===== src/rtl/if_id_skid_register_if.sv =====
// Valid/ready instruction stream carrying one fetched instruction and its PC.
// The producer drives valid/instruction/pc through master; the consumer drives ready through slave.
interface if_id_skid_register_if #(
  parameter int INSTR_WIDTH = 32,
  parameter int PC_WIDTH    = 32
);
  logic                   valid;
  logic                   ready;
  logic [INSTR_WIDTH-1:0] instruction;
  logic [PC_WIDTH-1:0]    pc;

  modport master (output valid, output instruction, output pc, input ready);
  modport slave  (input valid, input instruction, input pc, output ready);
endinterface


===== src/rtl/if_id_skid_register.sv =====
// IF->ID pipeline register with a two-entry skid buffer, so fetch never sees a combinational ready from decode.
// Optional macro IF_ID_BUBBLE_NOP_EN makes empty cycles present ADDI x0,x0,0 instead of zero.
module if_id_skid_register #(
  parameter int INSTR_WIDTH = 32,
  parameter int PC_WIDTH    = 32
) (
  input  logic                   clk,
  input  logic                   reset,
  input  logic                   flush,
  if_id_skid_register_if.slave   in_bus,
  if_id_skid_register_if.master  out_bus
);

`ifdef IF_ID_BUBBLE_NOP_EN
  localparam logic [INSTR_WIDTH-1:0] BUBBLE = INSTR_WIDTH'(32'h0000_0013);
`else
  localparam logic [INSTR_WIDTH-1:0] BUBBLE = INSTR_WIDTH'(32'h0000_0000);
`endif

  typedef enum logic [1:0] {EMPTY, ONE, FULL} state_t;

  state_t                 state;
  state_t                 state_next;
  logic [INSTR_WIDTH-1:0] main_instr;
  logic [PC_WIDTH-1:0]    main_pc;
  logic [INSTR_WIDTH-1:0] skid_instr;
  logic [PC_WIDTH-1:0]    skid_pc;
  logic                   in_ready_int;
  logic                   out_valid_int;
  logic                   in_fire;
  logic                   out_fire;
  logic                   load_main_in;
  logic                   load_main_skid;
  logic                   load_skid_in;

  // Both handshake outputs come straight from the state register, so no
  // combinational path exists between decode's ready and fetch's ready.
  assign in_ready_int  = (state != FULL);
  assign out_valid_int = (state != EMPTY);
  assign in_fire       = in_bus.valid && in_ready_int;
  assign out_fire      = out_valid_int && out_bus.ready;

  assign in_bus.ready        = in_ready_int;
  assign out_bus.valid       = out_valid_int;
  assign out_bus.instruction = out_valid_int ? main_instr : BUBBLE;
  assign out_bus.pc          = out_valid_int ? main_pc : '0;

  always_ff @(posedge clk) begin
    if (reset) begin
      state <= EMPTY;
    end else begin
      state <= state_next;
    end
  end

  // Flush overrides the handshake entirely: nothing loads and the buffer empties.
  always_comb begin
    state_next     = state;
    load_main_in   = 1'b0;
    load_main_skid = 1'b0;
    load_skid_in   = 1'b0;
    if (flush) begin
      state_next = EMPTY;
    end else begin
      case (state)
        EMPTY: begin
          if (in_fire) begin
            load_main_in = 1'b1;
            state_next   = ONE;
          end
        end
        ONE: begin
          if (in_fire && out_fire) begin
            load_main_in = 1'b1;
          end else if (in_fire) begin
            load_skid_in = 1'b1;
            state_next   = FULL;
          end else if (out_fire) begin
            state_next = EMPTY;
          end
        end
        FULL: begin
          if (out_fire) begin
            load_main_skid = 1'b1;
            state_next     = ONE;
          end
        end
        default: state_next = EMPTY;
      endcase
    end
  end

  always_ff @(posedge clk) begin
    if (reset) begin
      main_instr <= '0;
      main_pc    <= '0;
      skid_instr <= '0;
      skid_pc    <= '0;
    end else begin
      if (load_main_in) begin
        main_instr <= in_bus.instruction;
        main_pc    <= in_bus.pc;
      end else if (load_main_skid) begin
        main_instr <= skid_instr;
        main_pc    <= skid_pc;
      end
      if (load_skid_in) begin
        skid_instr <= in_bus.instruction;
        skid_pc    <= in_bus.pc;
      end
    end
  end

endmodule


===== src/flat_wrapper.sv =====
// flat-port wrapper written by rule: the top's interface ports become plain ports
module if_id_skid_register_flat 
#(
  parameter int INSTR_WIDTH = 32,
  parameter int PC_WIDTH    = 32
)
  (clk, reset, flush, in_bus_valid, in_bus_instruction, in_bus_pc, in_bus_ready, out_bus_valid, out_bus_instruction, out_bus_pc, out_bus_ready);
  if_id_skid_register_if #(.INSTR_WIDTH(INSTR_WIDTH), .PC_WIDTH(PC_WIDTH)) in_bus_i ();
  if_id_skid_register_if #(.INSTR_WIDTH(INSTR_WIDTH), .PC_WIDTH(PC_WIDTH)) out_bus_i ();
  input  logic clk;
  input  logic reset;
  input  logic flush;
  input wire logic [$bits(in_bus_i.valid)-1:0] in_bus_valid;
  input wire logic [$bits(in_bus_i.instruction)-1:0] in_bus_instruction;
  input wire logic [$bits(in_bus_i.pc)-1:0] in_bus_pc;
  output wire logic [$bits(in_bus_i.ready)-1:0] in_bus_ready;
  output wire logic [$bits(out_bus_i.valid)-1:0] out_bus_valid;
  output wire logic [$bits(out_bus_i.instruction)-1:0] out_bus_instruction;
  output wire logic [$bits(out_bus_i.pc)-1:0] out_bus_pc;
  input wire logic [$bits(out_bus_i.ready)-1:0] out_bus_ready;
  assign in_bus_i.valid = in_bus_valid;
  assign in_bus_i.instruction = in_bus_instruction;
  assign in_bus_i.pc = in_bus_pc;
  assign in_bus_ready = in_bus_i.ready;
  assign out_bus_valid = out_bus_i.valid;
  assign out_bus_instruction = out_bus_i.instruction;
  assign out_bus_pc = out_bus_i.pc;
  assign out_bus_i.ready = out_bus_ready;
  if_id_skid_register #(.INSTR_WIDTH(INSTR_WIDTH), .PC_WIDTH(PC_WIDTH)) u_core (.clk(clk), .reset(reset), .flush(flush), .in_bus(in_bus_i), .out_bus(out_bus_i));
endmodule

===== config.mk =====
export PLATFORM = sky130hd
export DESIGN_NAME = if_id_skid_register_flat
export DESIGN_NICKNAME = d
export VERILOG_FILES = /design/src/rtl/if_id_skid_register_if.sv /design/src/rtl/if_id_skid_register.sv /design/src/flat_wrapper.sv
export SDC_FILE = /design/constraint.sdc
export NUM_CORES = 1
export LEC_CHECK = 0
export BUFFER_PORTS_ARGS = -buffer_cell sky130_fd_sc_hd__buf_2
export CAP_MARGIN = 20
export CORE_MARGIN = 8
export CORE_UTILIZATION = 40
export DETAILED_ROUTE_END_ITERATION = 8
export HOLD_SLACK_MARGIN = 0.1
export SLEW_MARGIN = 40
export SYNTH_ARGS = -nofsm -noshare
export SYNTH_HDL_FRONTEND = slang
export SYNTH_SLANG_ARGS = --single-unit
export TNS_END_PERCENT = 5

===== constraint.sdc =====
create_clock -name clk -period 1.8 [get_ports clk]
set_clock_uncertainty 0.1 [all_clocks]
set_input_delay 0.09 -clock clk [delete_from_list [all_inputs] [get_ports clk]]
set_output_delay 0.09 -clock clk [all_outputs]
set_load 0.005 [all_outputs]

* Yosys cells after proc, flatten, opt, wreduce, memory -nomap -nowiden
Cells that the tools add are included.
Word-level totals: input port bits 69, flip-flop bits (word level) 130, output and inout port bits 66
Operators by class: reductions and logical operators 8, multiplexer cells 22, eq/ne operators 7
Operators by type and width (count):
- 32-bit two-way mux | 6
- 2-bit two-way mux | 5
- 1-bit two-way mux | 9
- 2-bit one-hot mux with 3 select lines | 1
- 2-bit by 1-bit != test with 1-bit output (second input constant) | 2
- 2-bit != test (second input constant) | 2
- 4-bit AND reduction | 1
- 2-bit nonzero test | 2
- 1-bit logical AND | 3
- 3-bit by 1-bit != test with 1-bit output (second input constant) | 1
- 2-bit by 1-bit equality test with 1-bit output (second input constant) | 1
- 2-bit equality test (second input constant) | 1
- 2-bit logical NOT | 1
- 1-bit one-hot mux with 2 select lines | 1
- 2-bit OR reduction | 1

* Logic depth before layout (Yosys ltp)
Gate-level depths: netlist of run 1.
word-level depth 7, mapped depth 7

* Worst setup path after synthesis of run 1
OpenSTA, ideal clock, no wires.
path kind register to register, start reg u_core.state[1], end reg u_core.main_instr[22], period minus slack after synthesis 1.582 ns, setup slack 0.218 ns, stages on the path, launching flop included 7, arrival time 1.422 ns, cells stage by stage dfxtp_1 -> nor4bb_1 -> buf_2 -> a311oi_4 -> clkbuf_1 -> nand2_1 -> nand2_1
Between the ends: cells in the longest elaborated chain, start to end 7, elaborated cells on any way between the ends 17, classes of those cells eq/ne: 3; mux: 8; reduce/logical: 6
Ends and longest elaborated chain:
- start, declared | RTL line if_id_skid_register.sv:22 | state_t state;
- start signal, assigned | RTL line if_id_skid_register.sv:52 | state <= state_next;
- 2-bit != test / 2-bit nonzero test (equally long branches) | RTL line if_id_skid_register.sv:38, if_id_skid_register.sv:39
- 1-bit logical AND (on tied branches) | RTL line if_id_skid_register.sv:40, if_id_skid_register.sv:41
- 1-bit logical AND | RTL line if_id_skid_register.sv:73 | if (in_fire && out_fire) begin
- 1-bit two-way mux | RTL line if_id_skid_register.sv:73
- 1-bit one-hot mux with 2 select lines | RTL line if_id_skid_register.sv:65 | case (state)
- 1-bit two-way mux | RTL line if_id_skid_register.sv:62 | if (flush) begin
- 32-bit two-way mux / 2-bit nonzero test (equally long branches)
- end signal, assigned | RTL line if_id_skid_register.sv:101 | main_instr <= in_bus.instruction;
- end signal, assigned | RTL line if_id_skid_register.sv:104 | main_instr <= skid_instr;
- end, declared | RTL line if_id_skid_register.sv:24 | logic [INSTR_WIDTH-1:0] main_instr;
Parallel ways exist; a longest one is shown, timed or not. A chain may end at the register's enable or synchronous reset.

* Final worst setup path of run 1
start in out_bus_ready, end reg u_core.main_instr[8]
Between the ends: cells in the longest elaborated chain, start to end 6, elaborated cells on any way between the ends 10, classes of those cells mux: 7; reduce/logical: 3
Ends and longest elaborated chain:
- start, declared | RTL line flat_wrapper.sv:20 | input wire logic [$bits(out_bus_i.ready)-1:0] out_bus_ready;
- 1-bit logical AND (*) | RTL line if_id_skid_register.sv:41 | assign out_fire = out_valid_int && out_bus.ready;
- 1-bit logical AND | RTL line if_id_skid_register.sv:73
- 1-bit two-way mux | RTL line if_id_skid_register.sv:73
- 1-bit one-hot mux with 2 select lines | RTL line if_id_skid_register.sv:65
- 1-bit two-way mux | RTL line if_id_skid_register.sv:62
- 32-bit two-way mux / 2-bit nonzero test (equally long branches)
Every way passes the cells marked *; elsewhere a longest branch is shown, timed or not.

==> flow_summary.ini, run 1 <==
[placed_design]
io_buffers = 134
dpl.hpwl_um = 9540
place_congestion = 0.775

[worst_setup_path]
cp-start-kind = input port
arrival_ns = 1.91
r2r-end = u_core.main_instr[8]$_SDFFE_PP0P_
reg2reg_depth = 6
cp_max_fo = 48
worst_ep_required_time_ns = 2.04
end_kind = flop
crit_type = in2reg
rrSetupSlack_ns = 0.17
rr_startpoint = u_core.state[1]$_SDFFE_PP0P_

[synth]
synth.avg_cell_area_um2 = 7.91
synth_ff_type = dfxtp_1
ys_warn_count = 0
synth_edf_count = 0
syn_area_um2 = 5170
synth_most_common_cell = nand2_1
async_flop_share_pct = 0
synth-seq-area-share_pct = 50.3
synth_seq_cells = 130
synthTopCellsByCount = nand2_1, dfxtp_1, a21oi_1, nor2b_1, a22oi_1
synth_top_area_share_pct = 50.3
yosys-top-cells-area = dfxtp_1, nand2_1, a22oi_1, nor2b_1, a21oi_1
postSynthCellCount = 654
syn-num-nets = 723
yosysTopAreaCell = dfxtp_1
synthDistinctLibCells = 21

[pwr]
ir_drop_v = 0.000517
p_comb_share_pct = 8.6
p_int_mw = 5.00
p_switching_mw = 1.48
power.density_nw_per_um2 = 888
p_sw_share_pct = 22.8
sequentialPowerShare_pct = 46.5
leakagePower_nw = 3.03
p_clk_share_pct = 44.9

[final_layout]
fillCellCount = 1147
drive_gt1_share_pct = 22.2
utilization_pct = 57.8
syn2layout_area_growth_pct = 41.0
seqCellArea_um2 = 2610
multiInputGateArea_um2 = 2400
final_nets = 915

[sta]
slew_headroom_pct = 46.4
slew_violations = 0
grt_setup_unrepaired = no
finalSetupViolCount = 0
finalCritPeriodShare_pct = 92.7
hold_viol_final = 0
tightest_slew_ns = 0.804
finalSetupTns_ns = 0
finalWorstPathRequiredPeriod_ns = 1.67
max_freq_ghz = 0.599

[run_status]
status = finished, final reports clean

[global_route]
track_usage_pct = 18.1
first_global_vias = 5018
grt.overflow.total = 0
grt_max_degree = 78
antenna_found_initial = 0
grt_pass1_wl_um = 24000

[clocking]
cts-root-buf = clkbuf_16
cts-htree-levels = 4
cts_buffer_depth = 2
cts.sinks = 130
clk-insertion-delay-late_ns = 0.41
cts_made_buffers = 17
cts_tree = done
path_clk_slew_ns = 0.05

[min_path]
whs_path_depth = 2
worstHoldEndpoint = u_core.main_pc[0]$_SDFFE_PP0P_
hp-start = u_core.main_pc[0]$_SDFFE_PP0P_
hp-class = reg2reg

[route]
wl_per_cell_um = 14.5
drc = 0
drt_first_iter_violations = 309
vias = 5029
dr.pass1.iters = 5
drtAntennaViolNets = 0
totalWireLength_um = 14900
via_per_inst = 4.88

[floorplan]
die_area_um2 = 16800
ios = 135
die_w_um = 130
core.rowCount = 41
core_area_um2 = 12600
initial_utilization_pct = 41.0
die_h_um = 130

[run]
maxCapViolCount = 0
layout make-up:
type                            instances  area share [%]
Antenna cell                            1          0.0343
Clock buffer                           22            6.23
Timing Repair Buffer                  222            21.4
Clock inverter                          8           0.549
Multi-Input combinational cell        472            32.9
Inverter                                3           0.154
Tap cell                              172            2.95
Sequential cell                       130            35.7
stage by stage:
step                hold WS, ns  power, mW  setup WS (ns)  cells  cell area (um^2)
floorplan                0.0628       3.29          0.218    654              5170
global placement          0.219       3.50          0.126    930              6110
detailed placement        0.232       3.51         0.0990    930              6110
CTS                       0.332       6.53         0.0584   1028              7280
global route              0.347       6.73         0.0493   1029              7290
finish                    0.329       6.48          0.132   1030              7300
how the worst max path moves through the flow:
stage | endpoint | slack, ns | startpoint
2_1_floorplan | u_core.main_instr[22]$_SDFFE_PP0P_ | 0.22 | u_core.state[1]$_SDFFE_PP0P_
3_3_place_gp | u_core.main_instr[29]$_SDFFE_PP0P_ | 0.13 | u_core.state[1]$_SDFFE_PP0P_
3_5_place_dp | u_core.skid_instr[14]$_SDFFE_PP0P_ | 0.1 | u_core.state[0]$_SDFFE_PP0P_
4_1_cts | out_bus_instruction[31] | 0.06 | u_core.state[0]$_SDFFE_PP0P_
5_1_grt | u_core.main_instr[14]$_SDFFE_PP0P_ | 0.05 | out_bus_ready
6_report | u_core.main_instr[8]$_SDFFE_PP0P_ | 0.13 | out_bus_ready
flip-flops by register name, indices dropped and copies added, names as in the netlist:
name               count
u_core.skid_pc        32
u_core.main_instr     32
u_core.skid_instr     32
u_core.main_pc        32
u_core.state           2
cells by family (layout without fill, tap and decap cells):
logic type	after synthesis	in the layout	synth area share, %
AND/OR/NAND/NOR	314	314	26.7
AO/OA/AOI/OAI	158	158	18.8
flip-flops	130	130	50.3
buffers and inverters	52	255	4.14
other	0	1	0
worst max-delay path, stage by stage:
cell and delay [ns]:
dlygate4sd3_1 0.55, buf_2 0.16, nor4bb_4 0.17, buf_4 0.15, a311oi_4 0.31, buf_12 0.28
nand2_1 0.09, o21ai_1 0.08
metal layers:
layer  global-route usage (%)  routed length, um
met1                     20.3               6270
met2                     31.6               7420
met3                     4.86                888
met4                     7.65                310
met5                        0                  0
power groups by stage:
stage / clock (mW) / combinational (mW) / sequential [mW]
after floorplan: 0 / 0.231 / 3.06
after global placement: 0 / 0.432 / 3.07
after detailed placement: 0 / 0.441 / 3.07
after CTS: 2.96 / 0.556 / 3.01
after global routing: 3.09 / 0.612 / 3.02
final: 2.91 / 0.556 / 3.01
timing repair:
action	in CTS	in global routing
setup buffers	0	1
endpoints found under the setup margin	0	55
gates resized for setup	0	2
endpoints found under the hold margin	130	0
hold buffers	68	0
cell usage in the layout (no fill, tap or decap), drive strengths merged:
cell type	count
nand2	235
buf	154
dfxtp	130
a21oi	68
dlygate4sd3	68
nor2b	67
a22oi	64
o21ai	24
clkbuf	22
clkinv	8
inv	3
nand2b	3
nor3	3
nor2	2
diode	1
nand3	1
nor4bb	1
a311oi	1
or2	1
a211oi	1
and3b	1
(Power assumes the default switching activity.)
==> run 2, diff against run 1 <==
--- a/config.mk
+++ b/config.mk
@@ -5,12 +5,14 @@
 export SDC_FILE = /design/constraint.sdc
 export NUM_CORES = 1
 export LEC_CHECK = 0
-export BUFFER_PORTS_ARGS = -buffer_cell sky130_fd_sc_hd__buf_2
+export BUFFER_PORTS_ARGS = -buffer_cell sky130_fd_sc_hd__buf_4
 export CAP_MARGIN = 20
 export CORE_MARGIN = 8
 export CORE_UTILIZATION = 40
 export DETAILED_ROUTE_END_ITERATION = 8
 export HOLD_SLACK_MARGIN = 0.1
+export PLACE_DENSITY = 0.74
+export SKIP_LAST_GASP = 1
 export SLEW_MARGIN = 40
 export SYNTH_ARGS = -nofsm -noshare
 export SYNTH_HDL_FRONTEND = slang
==> flow_summary.ini, run 2 (synthesis results as in run 1) <==
[run_status]
status = finished, final reports clean

[sta]
finalSetupTns_ns = 0
holdWs_ns = 0.329
finalSetupViolCount = 0
max_freq_ghz = 0.578
finalCritPeriodShare_pct = 96.0
slew_headroom_pct = 74.8
finalWorstPathRequiredPeriod_ns = 1.73
grt_setup_unrepaired = yes
slew_violations = 0
worst_slack_ns = 0.0714
tightest_slew_ns = 0.378
hold_viol_final = 0

[floorplan]
core.rowCount = 41
core_area_um2 = 12600
ios = 135
die_w_um = 130
initial_utilization_pct = 41.0
die_h_um = 130
die_area_um2 = 16800

[route]
vias = 4996
dr.pass1.iters = 4
totalWireLength_um = 14700
drc = 0
wl_per_cell_um = 14.2
drt_first_iter_violations = 392
drtAntennaViolNets = 0
via_per_inst = 4.83

[final_layout]
final_common_cell = nand2_1
fin_cells = 1034
drive_gt1_share_pct = 22.2
final_nets = 917
syn2layout_area_growth_pct = 49.4
final_cell_mix = nand2_1, buf_4, dfxtp_1

[worst_setup_path]
cp-start-kind = flop
worst_ep_required_time_ns = 1.61
arrival_ns = 1.54
end_kind = output pin
rrSetupSlack_ns = 0.08
reg2reg_depth = 4
crit_type = reg2out
r2r-end = u_core.state[1]$_SDFFE_PP0P_
rr_startpoint = u_core.state[1]$_SDFFE_PP0P_
cp_max_fo = 34

[pwr]
power.density_nw_per_um2 = 879
power_mw = 6.80
ir_drop_v = 0.000593
leakagePower_nw = 3.13

[placed_design]
place_congestion = 0.775
io_buffers = 134
dpl.hpwl_um = 9040
dpl.cell_count = 932
dp_slack_ns = 0.138

[global_route]
first_global_vias = 4917
grt_max_degree = 64
grt.overflow.total = 0
antenna_found_initial = 2
grt_pass1_wl_um = 24100
track_usage_pct = 18.2

[clocking]
cts.sinks = 130
cts_made_buffers = 17
cts-root-buf = clkbuf_16
cts_buffer_depth = 2
clk-insertion-delay-late_ns = 0.41
path_clk_slew_ns = 0.05
cts-htree-levels = 4
cts_setup_buffers = 0
cts_tree = done

[min_path]
hp-start = u_core.main_pc[28]$_SDFFE_PP0P_
whs_path_depth = 2
hp-class = reg2reg
worstHoldEndpoint = u_core.main_pc[28]$_SDFFE_PP0P_

[run]
maxCapViolCount = 0
-- run 2: cell count changes in the layout (fill, tap and decap cells not counted), sizes merged --
| cell | previous run | this run |
|---|---|---|
| buf | 154 | 155 |
| clkinv | 8 | 5 |
| dlygate4sd3 | 68 | 69 |
| bufinv | 0 | 1 |
| clkbuf | 22 | 24 |
| diode | 1 | 3 |
-- run 2: critical path, stage by stage, from the launching register on --
cell     delay (ns)
dfxtp_1        0.35
buf_4          0.16
nor2_4         0.16
buf_12         0.22
nor2b_1        0.08
buf_4          0.14
-- run 2: report_power, final --
part           internal (mW)  switching (mW)
Clock                   2.01            1.16
Sequential              2.97          0.0405
Combinational          0.332           0.282
Total                   5.32            1.48
-- run 2: repair_timing --
item,in CTS,in global routing
endpoints found under the hold margin,130,0
resized for setup,2,2
setup endpoints to repair,34,38
hold buffers,69,0
-- run 2: metal layers --
| layer | vias to the layer above | track usage, % | wire length (um) |
|---|---|---|---|
| li1 | 2558 | - | - |
| met1 | 2275 | 20.8 | 6100 |
| met2 | 140 | 31.1 | 7430 |
| met3 | 23 | 5.43 | 940 |
| met4 | 0 | 7.99 | 248 |
| met5 | - | 0 | 0 |
-- run 2: area by class of cell --
class | instances | area (um^2)
fill | 1112 | 4890
sequential | 130 | 2600
multi-input combinational | 472 | 2410
timing repair buffer | 224 | 1940
clock buffer | 24 | 492
tap | 172 | 215
clock inverter | 6 | 55.1
inverter | 3 | 11.3
antenna | 3 | 7.51
-- run 2: per-stage QoR --
stage | utilization (%) | instance area (um^2)
finish | 61.3 | 7730
global route | 61.2 | 7730
CTS | 61.1 | 7720
detailed placement | 51.3 | 6470
global placement | 51.3 | 6470
floorplan | - | 5170
-- run 2: how the worst max path moves through the flow --
stage                     cells past startpoint                                  to                          from  slack (ns)
final                                         5                       out_bus_pc[1]  u_core.state[1]$_SDFFE_PP0P_        0.07
after global routing                          5                      out_bus_pc[28]  u_core.state[0]$_SDFFE_PP0P_      -0.009
after CTS                                     5             out_bus_instruction[31]  u_core.state[1]$_SDFFE_PP0P_      0.0004
after detailed placement                      6  u_core.main_instr[11]$_SDFFE_PP0P_  u_core.state[1]$_SDFFE_PP0P_        0.14
after global placement                        6   u_core.main_instr[0]$_SDFFE_PP0P_  u_core.state[1]$_SDFFE_PP0P_        0.20
after floorplan                               6  u_core.main_instr[22]$_SDFFE_PP0P_  u_core.state[1]$_SDFFE_PP0P_        0.22
